[config.mk]
export PLATFORM = sky130hd
export DESIGN_NAME = mod6_sequence_monitor_flat
export DESIGN_NICKNAME = d
export VERILOG_FILES = /design/src/rtl/mod6_pkg.sv /design/src/rtl/mod6_sequence_monitor_if.sv /design/src/rtl/mod6_sequence_monitor_sat_counter.sv /design/src/rtl/mod6_sequence_monitor.sv /design/src/flat_wrapper.sv
export SDC_FILE = /design/constraint.sdc
export NUM_CORES = 1
export LEC_CHECK = 0
export ABC_CLOCK_PERIOD_IN_PS = 5800
export CAP_MARGIN = 20
export CORE_MARGIN = 2
export CORE_UTILIZATION = 50
export CTS_BUF_LIST = sky130_fd_sc_hd__clkbuf_16
export CTS_CLUSTER_DIAMETER = 40
export CTS_CLUSTER_SIZE = 25
export DETAILED_ROUTE_END_ITERATION = 16
export PLACE_DENSITY = 0.88
export RECOVER_POWER = 100
export SLEW_MARGIN = 0
export SYNTH_ARGS = -nofsm -noshare
export SYNTH_HDL_FRONTEND = slang
export SYNTH_SLANG_ARGS = --single-unit
[constraint.sdc]
create_clock -name clock -period 5.8 [get_ports clock]
set_input_delay 0.58 -clock clock [delete_from_list [all_inputs] [get_ports clock]]
set_output_delay 0.58 -clock clock [all_outputs]
set_load 0.02 [all_outputs]
[src/rtl/mod6_pkg.sv]
// Shared definitions for the mod-6 generator/monitor pair.
package mod6_pkg;

    // Defaults shared with the sequence generator.
    localparam int MOD_DEFAULT = 6;
    localparam int COUNT_WIDTH = 4;

    // Monitor lock state.
    typedef enum logic [1:0] {
        ACQUIRE = 2'd0,
        LOCKED  = 2'd1,
        FAULT   = 2'd2
    } mon_state_e;

endpackage

[src/rtl/mod6_sequence_monitor_if.sv]
// Count-in / status bundle between a mod-N generator and its monitor.
interface mod6_sequence_monitor_if #(
    parameter int WIDTH = 4,
    parameter int CNT_W = 8
);
    logic [WIDTH-1:0] count_in;
    logic             locked;
    logic             wrap_pulse;
    logic [CNT_W-1:0] wrap_count;
    logic             err_pulse;
    logic [CNT_W-1:0] err_count;
    logic             fault;

    // Generator/observer side: drives the count, watches status.
    modport master (
        output count_in,
        input  locked, wrap_pulse, wrap_count, err_pulse, err_count, fault
    );

    // Monitor side: samples the count, reports status.
    modport slave (
        input  count_in,
        output locked, wrap_pulse, wrap_count, err_pulse, err_count, fault
    );
endinterface

[src/rtl/mod6_sequence_monitor_sat_counter.sv]
// Saturating event counter: increments on inc, sticks at all-ones.
module sat_counter #(
    parameter int CNT_W = 8
) (
    input  logic             clock,
    input  logic             reset,
    input  logic             inc,
    output logic [CNT_W-1:0] count
);

    // Count events, holding at max once reached.
    always_ff @(posedge clock or posedge reset) begin
        if (reset)
            count <= '0;
        else if (inc && (count != '1))
            count <= count + 1'b1;
    end

endmodule

[src/rtl/mod6_sequence_monitor.sv]
// Checks that a mod-N counter steps +1 with wrap, tracks lock, counts wraps/errors.
module mod6_sequence_monitor
    import mod6_pkg::*;
#(
    parameter int MOD      = MOD_DEFAULT,
    parameter int WIDTH    = COUNT_WIDTH,
    parameter int LOCK_LEN = 3,
    parameter int CNT_W    = 8
) (
    input logic                   clock,
    input logic                   reset,
    mod6_sequence_monitor_if.slave mon
);

    localparam int GR_W = (LOCK_LEN < 1) ? 1 : $clog2(LOCK_LEN + 1);

    logic [WIDTH-1:0] prev;
    logic             prev_valid;
    logic [GR_W-1:0]  good_run, good_run_n, good_run_inc;
    mon_state_e       state, state_n;

    logic             legal;
    logic [WIDTH-1:0] expect_v;
    logic             step_ok;
    logic             wrap_ev, err_ev;
    logic             wrap_pulse_q, err_pulse_q;

    // Step checker: an illegal sample or an illegal predecessor never forms a good step.
    always_comb begin
        legal    = (int'(mon.count_in) < MOD);
        expect_v = (prev == WIDTH'(MOD - 1)) ? '0 : prev + 1'b1;
        step_ok  = legal && prev_valid && (mon.count_in == expect_v);
    end

    assign good_run_inc = good_run + 1'b1;

    // Lock FSM next state, good-run tracking and event strobes.
    always_comb begin
        state_n    = state;
        good_run_n = good_run;
        wrap_ev    = 1'b0;
        err_ev     = 1'b0;
        case (state)
            ACQUIRE: begin
                if (step_ok) begin
                    if (int'(good_run_inc) >= LOCK_LEN) begin
                        state_n    = LOCKED;
                        good_run_n = '0;
                    end else begin
                        good_run_n = good_run_inc;
                    end
                end else begin
                    good_run_n = '0;
                end
            end
            LOCKED: begin
                if (step_ok) begin
                    wrap_ev = (mon.count_in == '0);
                end else begin
                    state_n = FAULT;
                    err_ev  = 1'b1;
                end
            end
            FAULT: begin
                // One good step restarts acquisition with that step already counted.
                if (step_ok) begin
                    if (LOCK_LEN <= 1) begin
                        state_n    = LOCKED;
                        good_run_n = '0;
                    end else begin
                        state_n    = ACQUIRE;
                        good_run_n = GR_W'(1);
                    end
                end
            end
            default: begin
                state_n    = ACQUIRE;
                good_run_n = '0;
            end
        endcase
    end

    // State, history and pulse registers.
    always_ff @(posedge clock or posedge reset) begin
        if (reset) begin
            state        <= ACQUIRE;
            good_run     <= '0;
            prev         <= '0;
            prev_valid   <= 1'b0;
            wrap_pulse_q <= 1'b0;
            err_pulse_q  <= 1'b0;
        end else begin
            state        <= state_n;
            good_run     <= good_run_n;
            prev         <= mon.count_in;
            prev_valid   <= legal;
            wrap_pulse_q <= wrap_ev;
            err_pulse_q  <= err_ev;
        end
    end

    logic [CNT_W-1:0] wrap_count_q, err_count_q;

    sat_counter #(.CNT_W(CNT_W)) u_wrap_cnt (
        .clock (clock),
        .reset (reset),
        .inc   (wrap_ev),
        .count (wrap_count_q)
    );

    sat_counter #(.CNT_W(CNT_W)) u_err_cnt (
        .clock (clock),
        .reset (reset),
        .inc   (err_ev),
        .count (err_count_q)
    );

    assign mon.locked     = (state == LOCKED);
    assign mon.fault      = (state == FAULT);
    assign mon.wrap_pulse = wrap_pulse_q;
    assign mon.err_pulse  = err_pulse_q;
    assign mon.wrap_count = wrap_count_q;
    assign mon.err_count  = err_count_q;

endmodule

[src/flat_wrapper.sv]
// flat-port wrapper written by rule: the top's interface ports become plain ports
module mod6_sequence_monitor_flat import mod6_pkg::*;
#(
    parameter int MOD      = MOD_DEFAULT,
    parameter int WIDTH    = COUNT_WIDTH,
    parameter int LOCK_LEN = 3,
    parameter int CNT_W    = 8
)
  (clock, reset, mon_count_in, mon_locked, mon_wrap_pulse, mon_wrap_count, mon_err_pulse, mon_err_count, mon_fault);
  mod6_sequence_monitor_if #(.WIDTH(WIDTH), .CNT_W(CNT_W)) mon_i ();
  input logic clock;
  input logic reset;
  input wire logic [$bits(mon_i.count_in)-1:0] mon_count_in;
  output wire logic [$bits(mon_i.locked)-1:0] mon_locked;
  output wire logic [$bits(mon_i.wrap_pulse)-1:0] mon_wrap_pulse;
  output wire logic [$bits(mon_i.wrap_count)-1:0] mon_wrap_count;
  output wire logic [$bits(mon_i.err_pulse)-1:0] mon_err_pulse;
  output wire logic [$bits(mon_i.err_count)-1:0] mon_err_count;
  output wire logic [$bits(mon_i.fault)-1:0] mon_fault;
  assign mon_i.count_in = mon_count_in;
  assign mon_locked = mon_i.locked;
  assign mon_wrap_pulse = mon_i.wrap_pulse;
  assign mon_wrap_count = mon_i.wrap_count;
  assign mon_err_pulse = mon_i.err_pulse;
  assign mon_err_count = mon_i.err_count;
  assign mon_fault = mon_i.fault;
  mod6_sequence_monitor #(.MOD(MOD), .WIDTH(WIDTH), .LOCK_LEN(LOCK_LEN), .CNT_W(CNT_W)) u_core (.clock(clock), .reset(reset), .mon(mon_i));
endmodule
=== Word level (Yosys, flattened, before mapping) ===
Cells that the tools add are included.

* Add/sub/neg operators: 4
* $lt $le $gt $ge: 2
* Equality and inequality tests: 10
* Mux-type cells: 14
* Bitwise operators: 1
* Reductions and logical operators: 8

{| class="wikitable"
|+ Operator list
! cell !! count
|-
| 8-bit by 1-bit adder with 8-bit output (second input constant) || 2
|-
| 8-bit inequality test (second input constant) || 2
|-
| 2-bit 2-to-1 mux || 7
|-
| 2-bit case mux with 3 select lines || 2
|-
| 2-bit by 1-bit inequality test with 1-bit output (second input constant) || 3
|-
| 4-bit by 1-bit adder with 4-bit output (second input constant) || 1
|-
| 4-bit by 3-bit == test with 1-bit output (second input constant) || 1
|-
| 4-bit == test || 1
|-
| 1-bit logical AND || 4
|-
| 4-bit logical NOT || 1
|-
| 4-bit by 3-bit < comparator with 1-bit output (second input constant) || 1
|-
| 1-bit 2-to-1 mux || 4
|-
| 4-bit 2-to-1 mux || 1
|-
| 4-bit AND reduction || 1
|-
| 2-bit by 1-bit adder with 2-bit output (second input constant) || 1
|-
| 2-bit by 1-bit == test with 1-bit output (second input constant) || 1
|-
| 2-bit == test (second input constant) || 1
|-
| 2-bit greater-or-equal comparator (second input constant) || 1
|-
| 2-bit logical NOT || 1
|-
| 2-bit inequality test (second input constant) || 1
|-
| 2-bit AND reduction || 1
|-
| 1-bit inverter || 1
|}

* Register bits: 27
* Input port bits: 6
* Output and inout bits: 20
* Word-level logic and storage cells: 47

=== Longest topological paths before layout ===
* Depth after elaboration: 7
* Mapped depth: 8
* Mapped depth without buffers: 6

=== Cells and area by module ===
From an unflattened synthesis, not the netlist that was laid out.

* Cell total of the unflattened synthesis: 124
* Area total of the unflattened synthesis: 1345.0 um^2

{| class="wikitable"
|+ Modules (own cells, without submodules)
! module !! instances !! cells an instance !! area an instance (um^2) !! sequential area each (um^2)
|-
| sat_counter || 2 || 38 || 419.2 || 200.2
|-
| mod6_sequence_monitor || 1 || 48 || 506.7 || 275.3
|}

=== Worst setup path after synthesis ===
Ideal clock, no wire load.

* Path type: input -> register
* From: input mon_count_in[3]
* To: register u_core.u_wrap_cnt.count[1]
* Setup time: 0.128 ns
* Arrival: 1.982 ns
* Required time: 5.672 ns
* Path slack: 3.691 ns
* Cell stages on the path: 6
* Path buffers: 1
* Path through: xor2_1 xnor2_1 or4_4 buf_6 nor2_2 mux2_1

* Longest elaborated chain between the ends: 6
* Elaborated cells on any way between the ends: 8
* Classes of those cells: 1 x order compare; 1 x eq/ne; 2 x mux; 4 x reduce/logical

{| class="wikitable"
|+ RTL lines
! item !! line !! source
|-
| from (decl) || flat_wrapper.sv:13 || <nowiki>input wire logic [$bits(mon_i.count_in)-1:0] mon_count_in;</nowiki>
|-
| 4-bit by 3-bit < comparator with 1-bit output || mod6_sequence_monitor.sv:30 || <nowiki>legal = (int'(mon.count_in) < MOD);</nowiki>
|-
| 1-bit logical AND (2 in series) || mod6_sequence_monitor.sv:32 || <nowiki>step_ok = legal && prev_valid && (mon.count_in == expect_v);</nowiki>
|-
| 1-bit 2-to-1 mux (*) || mod6_sequence_monitor.sv:57 || <nowiki>if (step_ok) begin</nowiki>
|-
| 1-bit 2-to-1 mux (*) || mod6_sequence_monitor.sv:43 || <nowiki>case (state)</nowiki>
|-
| 1-bit logical AND (*) || mod6_sequence_monitor_sat_counter.sv:15 || <nowiki>else if (inc && (count != '1))</nowiki>
|-
| to (signal assigned) || mod6_sequence_monitor_sat_counter.sv:16 || <nowiki>count <= count + 1'b1;</nowiki>
|-
| to (decl) || mod6_sequence_monitor_sat_counter.sv:8 || <nowiki>output logic [CNT_W-1:0] count</nowiki>
|}

Mark *: on every way between the ends. The rest lies on a longest branch, timed or not.
A chain may end at the register's enable or synchronous reset.

=== Worst setup path after layout ===
* From: input mon_count_in[3]
* To: register u_core.u_wrap_cnt.count[6]

The elaborated chain is that of the path after synthesis.

==> impl_metrics.env <==
export IMPL_portBuffers=25
export IMPL_grt_pass1_wl_um=4290
export IMPL_hold_violations=0
export IMPL_cts_buffers=3
export IMPL_cp_start_kind="input port"
export IMPL_tns_ns=0
export IMPL_p_per_area_nw_per_um2=226
export IMPL_irDropWorstVdd_uv=208
export IMPL_hold_class="flip-flop to flip-flop"
export IMPL_synth_top_family_by_area="simple AND/OR/NAND/NOR gates"
export IMPL_worstMarginPinSlew_ns=0.847
export IMPL_clock_latency_ns=0.26
export IMPL_fmax_ghz=0.343
export IMPL_cts_setup_buffers=0
export IMPL_worstSetupEndpointType="flip-flop"
export IMPL_power_frac_seq_pct=52.7
export IMPL_multi_input_area_um2=553
export IMPL_grt_setup_unrepaired="false"
export IMPL_h_tree_depth=1
export IMPL_diodes=0
export IMPL_cts_hold_buf=0
export IMPL_fin_crit_sh_pct=50.3
export IMPL_core_um2=2480
export IMPL_critPathRequiredTime_ns=5.94
export IMPL_muxShareOfSynthArea_pct=3.42
export IMPL_clockBufferDepth=2
export IMPL_post_route_min_period_ns=2.92
export IMPL_dieArea_um2=3060
export IMPL_yosysSeqAreaShare_pct=51.3
export IMPL_total_power_uw=364
export IMPL_ys_ff_latch=27
export IMPL_path_class="input port to flip-flop"
export IMPL_synth_compound_area_share_pct=5.32
export IMPL_drtAntennaViolNets=0
export IMPL_leakage_nw=0.800
export IMPL_internal_power_uw=290
export IMPL_via_count=947
export IMPL_wl_met2_um=1300
export IMPL_synth_xor_xnor_area_share_pct=11.3
export IMPL_wl_per_cell_um=14.9
export IMPL_sw_frac_of_total_pct=20.5
export IMPL_power_frac_comb_pct=4.2
export IMPL_grtUsageTotal_pct=17.8
export IMPL_drv_cap=0
export IMPL_drtIter0Drc=15
export IMPL_worstPathMaxFanout=21
export IMPL_status="completed"
export IMPL_synth_fa_ha_area_share_pct=1.90
export IMPL_synth_simple_area_share_pct=23.9
export IMPL_slew_headroom_pct=43.6
export IMPL_synth_cells=113
export IMPL_drt_first_pass_iters=4
export IMPL_fp_dieW_um=55.3
export IMPL_initial_core_util_pct=53.2
export IMPL_overflow=0
export IMPL_drive_gt1_share_pct=4.29
export IMPL_io_pins=26
export IMPL_area_growth_pct=22.3
export IMPL_grt_pass1_vias=959
export IMPL_cts_tree="built"
export IMPL_rows=18
export IMPL_ff_latch_area_um2=676
export IMPL_drt_wl_total_um=2530
export IMPL_switching_power_uw=74.5
export IMPL_clock_sinks=27
export IMPL_fill_cells=202
export IMPL_netlist_area_um2=1320
export IMPL_die_h_um=55.3
export IMPL_dp_final_hpwl_um=1850
export IMPL_nets=149
export IMPL_yosysUniqueCellTypes=32
export IMPL_syn_nets=121
export IMPL_yosysWarnings=0
export IMPL_drc=0
export IMPL_clk_pin_slew_ns=0.07
export IMPL_setup_viol=0
export IMPL_top_layer_used="met4"
export IMPL_grt_max_degree=28
export IMPL_clockRootBuffer="clkbuf_16"
export IMPL_antenna_found_initial=0
export IMPL_clkPwrFrac_pct=43.0
export IMPL_ctsResizeCount=0
export IMPL_wl_met3_um=71
export IMPL_postSynthAreaPerCell_um2=11.7
export IMPL_critical_path_arrival_ns=3.06
export IMPL_viasPerCell=5.57
export IMPL_routabilityCongestion=0.731
export IMPL_timing_hold_ws_ns=0.512
export IMPL_met1_length_um=1090
export IMPL_slew_violations=0
export IMPL_fin_skew_ns=0.00569
area by class of cell:
cell class | count | share of cell area [%]
repair buffers | 26 | 15.8
flip-flops and latches | 27 | 41.9
multi-input cells | 80 | 34.3
clock inverters | 1 | 0.311
well taps | 30 | 2.33
inverters | 3 | 0.699
clock buffers | 3 | 4.66
placed cells by master (no fill, tap or decap):
cell / instances
clkbuf_16: 3
ha_1: 2
xnor2_1: 7
a31oi_1: 1
nor2_1: 4
nand2b_1: 4
o21a_1: 1
dlygate4sd3_1: 25
clkbuf_1: 1
mux2_1: 4
xor2_1: 10
o21ai_0: 1
nand2_1: 4
nor3_1: 4
clkinv_2: 1
o31ai_1: 1
nor4_1: 4
dfrtp_1: 27
a21oi_1: 3
inv_1: 3
o211ai_1: 1
nor2b_1: 4
and4_1: 1
or4_1: 2
and2_0: 1
o211ai_2: 1
nand4_1: 7
and3_1: 3
and2_1: 1
a21oi_2: 1
nand3_1: 8
registers in the layout, indices dropped and copies added (netlist names):
name and count:
u_core.state 2, u_core.mon.err_pulse 1, u_core.u_err_cnt.count 8, u_core.prev 4, u_core.prev_valid 1, u_core.good_run 2
u_core.mon.wrap_pulse 1, u_core.u_wrap_cnt.count 8
logic make-up after synthesis:
family	count (synthesis)
and+or+nand+nor	47
DFF	27
xor gates and xnor gates	17
AOI/OAI and AO/OA	10
buffers and inverters	6
muxes	4
adders and majority gates	2
power groups by stage:
stage,registers [mW],clock network (mW),logic [mW]
floorplan,0.195,0,0.0102
global placement,0.195,0,0.0157
detailed placement,0.196,0,0.0167
CTS,0.192,0.161,0.0167
global route,0.192,0.167,0.0173
finish,0.192,0.157,0.0154
per-layer routing:
metal | track usage (%) | vias up
li1 | - | 457
met4 | 9.76 | 0
met5 | 0 | -
met2 | 30.6 | 20
met1 | 21.5 | 465
met3 | 2.11 | 5
path summary, 6_finish.rpt:
path / cells after the start / from / slack [ns] / to
setup reg to reg: 6 / u_core.prev[0]$_DFF_PP0_ / 3.27 / u_core.u_wrap_cnt.count[6]$_DFFE_PP0P_
hold reg to reg: 1 / u_core.u_err_cnt.count[7]$_DFFE_PP0P_ / 0.51 / u_core.u_err_cnt.count[7]$_DFFE_PP0P_
hold / removal: 1 / u_core.u_err_cnt.count[7]$_DFFE_PP0P_ / 0.51 / u_core.u_err_cnt.count[7]$_DFFE_PP0P_
max in group asynchronous: 3 / reset / 3.95 / u_core.u_wrap_cnt.count[4]$_DFFE_PP0P_
setup / recovery: 6 / mon_count_in[3] / 2.88 / u_core.u_wrap_cnt.count[6]$_DFFE_PP0P_
min in group asynchronous: 2 / reset / 0.74 / u_core.u_err_cnt.count[0]$_DFFE_PP0P_
critical path, cell delays in order:
cell and delay, ns:
dlygate4sd3_1 0.59, xor2_1 0.19, xnor2_1 0.12, or4_1 0.84, nor4_1 0.38, mux2_1 0.36
stage by stage:
step | std cells | cell area (um^2) | setup WS (ns) | util [%]
2_1_floorplan | 113 | 1320 | 3.69 | -
3_3_place_gp | 165 | 1580 | 3.04 | 63.7
3_5_place_dp | 165 | 1580 | 2.95 | 63.7
4_1_cts | 169 | 1660 | 3.17 | 67.0
5_1_grt | 170 | 1610 | 2.71 | 65.1
6_report | 170 | 1610 | 2.88 | 65.1
cells in the mapped netlist:
master / count / share of area (%)
dfrtp_1: 27 / 51
xor2_1: 10 / 6.6
nand3_1: 8 / 3.0
nand4_1: 7 / 3.3
xnor2_1: 7 / 4.7
mux2_1: 4 / 3.4
nand2_1: 4 / 1.1
nand2b_1: 4 / 1.9
nor2b_1: 4 / 1.9
a21oi_1: 3 / 1.1
and3_1: 3 / 1.4
inv_1: 3 / 0.85
nor2_1: 3 / 0.85
nor3_2: 3 / 2.3
and2_1: 2 / 0.95
buf_6: 2 / 1.7
ha_1: 2 / 1.9
nor4_1: 2 / 0.95
nor4_4: 2 / 3.2
a21oi_2: 1 / 0.66
a31oi_1: 1 / 0.48
and4_1: 1 / 0.66
clkbuf_1: 1 / 0.28
nor2_2: 1 / 0.48
nor3_1: 1 / 0.38
o211ai_1: 1 / 0.57
o211ai_2: 1 / 0.95
o21a_1: 1 / 0.57
o21ai_0: 1 / 0.38
o31ai_1: 1 / 0.57
or4_1: 1 / 0.57
or4_4: 1 / 0.85
Note: power is estimated with default switching activity, not from simulation.
